**src/rtl/com_uart_rcv.sv**
```systemverilog
// UART receiver: oversampled frame recovery (start, 5-8 data, opt. parity, 1-2 stop) with error flags.
// Latency: data_valid rises 1 clk after the mid-bit sample of the last stop bit (synchronizer adds SYNC_STAGES clks).
// Backpressure: none; data_valid is a one-clk strobe, data_out/flags hold until the next frame completes.
//
// Ports:
//   clk, rst_n          clock, asynchronous active-low reset
//   tick_os             one-clk enable at OVERSAMPLE x baud
//   rx_port             asynchronous serial line
//   stop_bit_config     0 = one stop bit, 1 = two
//   parity_bit_config   [1] parity enable, [0] 1 odd / 0 even
//   data_bit_config     data bits = value + 5
//   data_out            received byte, LSB-aligned, unused upper bits zero
//   data_valid          one-clk frame-complete strobe
//   parity_err          parity mismatch for the frame in data_out
//   frame_err           bad stop-bit level for the frame in data_out
//   ctrl_idle_state     high while in IDLE
// Optional macro COM_UART_RCV_MAJORITY_EN: each bit is the 2-of-3 majority of three
// consecutive tick samples centred on the single-sample point.
module com_uart_rcv #(
  parameter int   OVERSAMPLE  = 16,
  parameter logic START_BIT   = 1'b0,
  parameter logic STOP_BIT    = 1'b1,
  parameter int   SYNC_STAGES = 2
) (
  input  logic       clk,
  input  logic       rst_n,
  input  logic       tick_os,
  input  logic       rx_port,
  input  logic       stop_bit_config,
  input  logic [1:0] parity_bit_config,
  input  logic [1:0] data_bit_config,
  output logic [7:0] data_out,
  output logic       data_valid,
  output logic       parity_err,
  output logic       frame_err,
  output logic       ctrl_idle_state
);

  localparam int TW = $clog2(OVERSAMPLE);
`ifdef COM_UART_RCV_MAJORITY_EN
  // Decide one tick later so the three samples straddle the single-sample point.
  localparam int START_PT = OVERSAMPLE / 2;
`else
  localparam int START_PT = OVERSAMPLE / 2 - 1;
`endif
  localparam logic [TW-1:0] START_PT_C = TW'(START_PT);
  localparam logic [TW-1:0] LAST_C     = TW'(OVERSAMPLE - 1);

  typedef enum logic [2:0] {
    S_IDLE, S_START, S_DATA, S_PARITY, S_STOP, S_STOP2, S_DONE, S_BREAK
  } state_t;

  state_t            state_q, state_d;
  logic [TW-1:0]     tick_cnt_q, tick_cnt_d;
  logic [2:0]        bit_cnt_q, bit_cnt_d;
  logic [7:0]        shift_q, shift_d;
  logic              perr_q, perr_d, ferr_q, ferr_d;
  logic              cfg_stop_q, cfg_stop_d;
  logic [1:0]        cfg_par_q, cfg_par_d;
  logic [1:0]        cfg_dbits_q, cfg_dbits_d;
  logic [SYNC_STAGES-1:0] sync_q;
  logic              rx_s, rx_bit, samp_now, load_out, par_exp;
  logic [7:0]        data_mask, data_m;

  // Input synchronizer, free-running on clk.
  always_ff @(posedge clk or negedge rst_n) begin
    if (!rst_n) sync_q <= {SYNC_STAGES{STOP_BIT}};
    else        sync_q <= {sync_q[SYNC_STAGES-2:0], rx_port};
  end
  assign rx_s = sync_q[SYNC_STAGES-1];

`ifdef COM_UART_RCV_MAJORITY_EN
  logic [1:0] hist_q;
  always_ff @(posedge clk or negedge rst_n) begin
    if (!rst_n)       hist_q <= {2{STOP_BIT}};
    else if (tick_os) hist_q <= {hist_q[0], rx_s};
  end
  assign rx_bit = (hist_q[1] & hist_q[0]) | (hist_q[1] & rx_s) | (hist_q[0] & rx_s);
`else
  assign rx_bit = rx_s;
`endif

  // Only the N received bits take part in parity and appear on data_out.
  assign data_mask = 8'hFF >> (3'd3 - {1'b0, cfg_dbits_q});
  assign data_m    = shift_q & data_mask;
  assign par_exp   = cfg_par_q[0] ? ~^data_m : ^data_m;

  always_comb begin
    state_d     = state_q;
    tick_cnt_d  = tick_cnt_q;
    bit_cnt_d   = bit_cnt_q;
    shift_d     = shift_q;
    perr_d      = perr_q;
    ferr_d      = ferr_q;
    cfg_stop_d  = cfg_stop_q;
    cfg_par_d   = cfg_par_q;
    cfg_dbits_d = cfg_dbits_q;
    // START samples at the half-bit point; afterwards every OVERSAMPLE ticks.
    if (state_q == S_START) samp_now = tick_os && (tick_cnt_q == START_PT_C);
    else                    samp_now = tick_os && (tick_cnt_q == LAST_C);
    if (tick_os) tick_cnt_d = samp_now ? '0 : tick_cnt_q + TW'(1);

    case (state_q)
      S_IDLE: begin
        tick_cnt_d = '0;
        if (tick_os && rx_s == START_BIT) begin
          state_d     = S_START;
          cfg_stop_d  = stop_bit_config;
          cfg_par_d   = parity_bit_config;
          cfg_dbits_d = data_bit_config;
          perr_d      = 1'b0;
          ferr_d      = 1'b0;
          shift_d     = '0;
        end
      end
      S_START: begin
        if (samp_now) begin
          if (rx_bit != START_BIT) begin
            state_d = S_IDLE;
          end else begin
            state_d   = S_DATA;
            bit_cnt_d = '0;
          end
        end
      end
      S_DATA: begin
        if (samp_now) begin
          shift_d[bit_cnt_q] = rx_bit;
          if (bit_cnt_q == {1'b0, cfg_dbits_q} + 3'd4) begin
            state_d = cfg_par_q[1] ? S_PARITY : S_STOP;
          end else begin
            bit_cnt_d = bit_cnt_q + 3'd1;
          end
        end
      end
      S_PARITY: begin
        if (samp_now) begin
          if (rx_bit != par_exp) perr_d = 1'b1;
          state_d = S_STOP;
        end
      end
      S_STOP: begin
        if (samp_now) begin
          if (rx_bit != STOP_BIT) ferr_d = 1'b1;
          state_d = cfg_stop_q ? S_STOP2 : S_DONE;
        end
      end
      S_STOP2: begin
        if (samp_now) begin
          if (rx_bit != STOP_BIT) ferr_d = 1'b1;
          state_d = S_DONE;
        end
      end
      S_DONE: begin
        tick_cnt_d = '0;
        // A held-low line after a framing error must not look like a new start.
        state_d    = ferr_q ? S_BREAK : S_IDLE;
      end
      S_BREAK: begin
        tick_cnt_d = '0;
        if (tick_os && rx_s == STOP_BIT) state_d = S_IDLE;
      end
      default: state_d = S_IDLE;
    endcase
  end

  // Outputs load on the edge that enters DONE so they are valid during the strobe.
  assign load_out = (state_d == S_DONE) && (state_q != S_DONE);

  always_ff @(posedge clk or negedge rst_n) begin
    if (!rst_n) begin
      state_q     <= S_IDLE;
      tick_cnt_q  <= '0;
      bit_cnt_q   <= '0;
      shift_q     <= '0;
      perr_q      <= 1'b0;
      ferr_q      <= 1'b0;
      cfg_stop_q  <= 1'b0;
      cfg_par_q   <= '0;
      cfg_dbits_q <= '0;
      data_out    <= '0;
      parity_err  <= 1'b0;
      frame_err   <= 1'b0;
    end else begin
      state_q     <= state_d;
      tick_cnt_q  <= tick_cnt_d;
      bit_cnt_q   <= bit_cnt_d;
      shift_q     <= shift_d;
      perr_q      <= perr_d;
      ferr_q      <= ferr_d;
      cfg_stop_q  <= cfg_stop_d;
      cfg_par_q   <= cfg_par_d;
      cfg_dbits_q <= cfg_dbits_d;
      if (load_out) begin
        data_out   <= shift_d & data_mask;
        parity_err <= perr_d;
        frame_err  <= ferr_d;
      end
    end
  end

  assign data_valid      = (state_q == S_DONE);
  assign ctrl_idle_state = (state_q == S_IDLE);

endmodule

```
**config.mk**
```make
export PLATFORM = sky130hd
export DESIGN_NAME = com_uart_rcv
export DESIGN_NICKNAME = d
export VERILOG_FILES = /design/src/rtl/com_uart_rcv.sv
export SDC_FILE = /design/constraint.sdc
export NUM_CORES = 1
export LEC_CHECK = 0
export BUFFER_PORTS_ARGS = -buffer_cell sky130_fd_sc_hd__buf_2
export CAP_MARGIN = 0
export CELL_PAD_IN_SITES_DETAIL_PLACEMENT = 0
export CELL_PAD_IN_SITES_GLOBAL_PLACEMENT = 1
export CORE_AREA = 2 2 67 69
export CTS_BUF_LIST = sky130_fd_sc_hd__clkbuf_4 sky130_fd_sc_hd__clkbuf_8
export DETAILED_ROUTE_END_ITERATION = 16
export DIE_AREA = 0 0 69 71
export PLACE_DENSITY = 0.84
export SLEW_MARGIN = 20
export SYNTH_ARGS = -nofsm -noshare
export SYNTH_HDL_FRONTEND = slang
export SYNTH_SLANG_ARGS = --single-unit
```
**constraint.sdc**
```tcl
create_clock -name clk -period 4.47 [get_ports clk]
set_input_delay 0.6705 -clock clk [delete_from_list [all_inputs] [get_ports clk]]
set_output_delay 0.6705 -clock clk [all_outputs]
set_load 0.05 [all_outputs]
```
==> flow_metrics.py <==
metrics = {
    "run_status": {
        "outcome": "completed",
    },
    "timing": {
        "clock.fmax_mhz": 471,
        "fin_crit_sh_pct": 47.5,
        "setup_tns_ns": 0,
        "min_period_ns": 2.12,
        "finClkSkew_ns": 0.00511,
        "final_max_slew_viol_count": 0,
        "setup_viol_count_final": 0,
        "hold_viol_final": 0,
        "rsz0062_at_grt": "no",
        "slew_headroom_pct": 43.8,
        "tightest_slew_ns": 0.843,
    },
    "die": {
        "pin_count": 21,
        "die_h_um": 71,
        "die_x_um": 69,
        "die_area_sq_mm": 0.00490,
        "initial_core_util_pct": 47.3,
        "fp-row-count": 24,
        "core_sq_mm": 0.00420,
    },
    "finish": {
        "fill_cells": 403,
        "postLayoutCellArea_sq_mm": 0.00222,
        "nets": 224,
        "final_common_cell": "dfrtp_1",
        "final_cell_mix": "dfrtp_1 (35), nand2_1 (24), buf_2 (20), o21ai_1 (14), nor2_1 (9)",
        "antenna_cells": 0,
        "final_core_util_pct": 52.7,
        "drive_gt1_share_pct": 19.2,
        "area_growth_pct": 11.5,
    },
    "power": {
        "cellPowerDensity_mw_per_mm2": 504,
        "power_mw": 1.12,
        "p_sw_share_pct": 36.7,
        "seqPwrFrac_pct": 43.2,
        "p_clk_share_pct": 27.6,
        "cellLeakagePower_nw": 0.971,
        "internal_power_mw": 0.707,
        "p_switching_mw": 0.410,
        "ir_drop_v": 0.000292,
        "pwr-share-comb_pct": 29.2,
    },
    "global_route": {
        "grt_pass1_wl_mm": 7.16,
        "antenna_found_initial": 0,
        "gr-usage-all-layers_pct": 18.5,
        "grt_max_degree": 38,
        "grt-ovfl-total": 0,
        "grt_pass1_vias": 1466,
    },
    "clock_tree": {
        "cts.sinks": 37,
        "htree_num_levels": 2,
        "post-cts-setup-buffers": 0,
        "numCtsBuffers": 5,
        "cts_root_buf": "clkbuf_8",
        "hold_buffers": 0,
        "cts.clk_slew.worst_paths_ns": 0.07,
        "cts_tree": "done",
        "cts_buffer_depth": 2,
        "clk_latency_ns": 0.29,
        "cts-resized-gates": 0,
    },
    "worst_setup_path": {
        "required_ns": 3.80,
        "crit_fanout": 10,
        "crit_type": "flip-flop to output port",
        "crit_chain": "nor3_2 -> buf_2",
        "critPathLaunchType": "flip-flop",
        "startpoint": "state_q[1]",
        "regToRegStartpoint": "tick_cnt_q[0]",
        "rrSetupSlack_ns": 2.36,
        "cp-end-kind": "output port",
        "r2r_cells": 4,
        "r2r_end": "frame_err",
        "max_stage_delay_ns": 0.50,
        "endpoint": "ctrl_idle_state",
        "critical-path-slowest-cell": "dfrtp_1",
        "crit_arrival_ns": 1.45,
    },
    "logic_synthesis": {
        "ys.warnings.count": 0,
        "synth_nets": 208,
        "synthArstFlopShare_pct": 100,
        "syn-cell-area_sq_mm": 0.00199,
        "synth_top_cells_by_area": "dfrtp_1 (44%), nand2_1 (4.5%), o21ai_1 (3.5%)",
        "synth_edf_count": 0,
        "synth-seq-cells": 37,
        "synth_cell_types": 55,
        "synth_cells": 197,
        "syn_area_per_cell_sq_um": 10.1,
        "ys_seq_area_share_pct": 46.7,
        "synth_flop_cell": "dfrtp_1",
        "synth_top_area_share_pct": 44.1,
        "synth_area_leader_cell": "dfrtp_1",
    },
    "drt": {
        "wire_per_inst_um": 15.9,
        "vias_per_cell": 5.69,
        "vias": 1513,
        "ant_nets": 0,
        "drc": 0,
        "first_iter_violations": 68,
        "wirelength_mm": 4.22,
        "drt-pass1-iter-count": 4,
    },
    "place": {
        "place_hpwl_mm": 2.97,
        "place_area_sq_mm": 0.00210,
        "gp_congestion": 0.827,
        "io_buffer_count": 20,
    },
    "flow_run": {
        "cap_violations": 0,
    },
    "min_path": {
        "hold_path_class": "flip-flop to flip-flop",
    },
}
==> layout make-up <==
cell class                 instances  area, sq um  share of cell area, %
clock buffer                       7         90.1                   4.07
clock inverter                     1         30.0                   1.36
inverter                           5         18.8                  0.847
multi-input combinational        144          983                   44.4
sequential                        37          928                   41.9
tap                               52         65.1                   2.94
timing repair buffer              20          100                   4.52
==> synthesized netlist by cell type, drive strengths merged (6+ instances only) <==
| library cell | n |
|---|---|
| mux2 | 6 |
| nand2b | 6 |
| nand2 | 25 |
| nor2 | 10 |
| o21ai | 16 |
| nand3 | 8 |
| dfrtp | 35 |
| buf | 7 |
==> critical path, delay by kind of cell, from the launching register on <==
family	cells	cell delay, ns
flops	1	0.50
buf+inv	1	0.32
simple gates	1	0.34
==> worst min path at each step <==
stage,from,endpoint,slack (ns),cells past startpoint
floorplan,sync_q[0],sync_q[1],0.35,0
global placement,sync_q[0],sync_q[1],0.35,0
detailed placement,sync_q[0],sync_q[1],0.35,0
CTS,sync_q[0],sync_q[1],0.36,0
global route,sync_q[0],sync_q[1],0.37,0
finish,sync_q[0],sync_q[1],0.36,0
==> routing by layer <==
layer	vias to the layer above	GRT usage, %	part of all wire (%)
met5	-	0	0
met4	0	7.84	1.9
met3	9	2.99	3.7
met2	37	30.0	46
met1	722	24.8	48
li1	745	-	-
==> stage by stage <==
stage | std cells | hold WS, ns | setup WS (ns)
4_1_cts | 266 | 0.361 | 2.34
3_3_place_gp | 258 | 0.346 | 2.18
3_5_place_dp | 258 | 0.351 | 2.13
2_1_floorplan | 197 | 0.345 | 2.33
6_report | 266 | 0.359 | 2.35
5_1_grt | 266 | 0.369 | 2.26
==> power groups by stage <==
| stage | Clock (mW) | Sequential, mW | Combinational (mW) |
|---|---|---|---|
| after global placement | 0 | 0.487 | 0.326 |
| after detailed placement | 0 | 0.488 | 0.326 |
| after CTS | 0.314 | 0.481 | 0.328 |
| final | 0.309 | 0.483 | 0.326 |
| after floorplan | 0 | 0.438 | 0.297 |
| after global routing | 0.327 | 0.494 | 0.362 |
==> state kept, by name, indices dropped and copies added, names as in the netlist, 2 cells and up <==
name / cells
data_out: 8
shift_q: 8
tick_cnt_q: 4
bit_cnt_q: 3
state_q: 3
cfg_dbits_q: 2
cfg_par_q: 2
sync_q: 2
==> cells by family after synthesis <==
kind of cell	count (synthesis)	share of synthesized area, %
simple gates	76	21.2
compound gates	47	16.0
flops	37	46.7
buf+inv	16	3.78
xor+xnor	10	6.17
mux	9	4.91
fa+ha+maj	2	1.26
(Power assumes the default switching activity.)
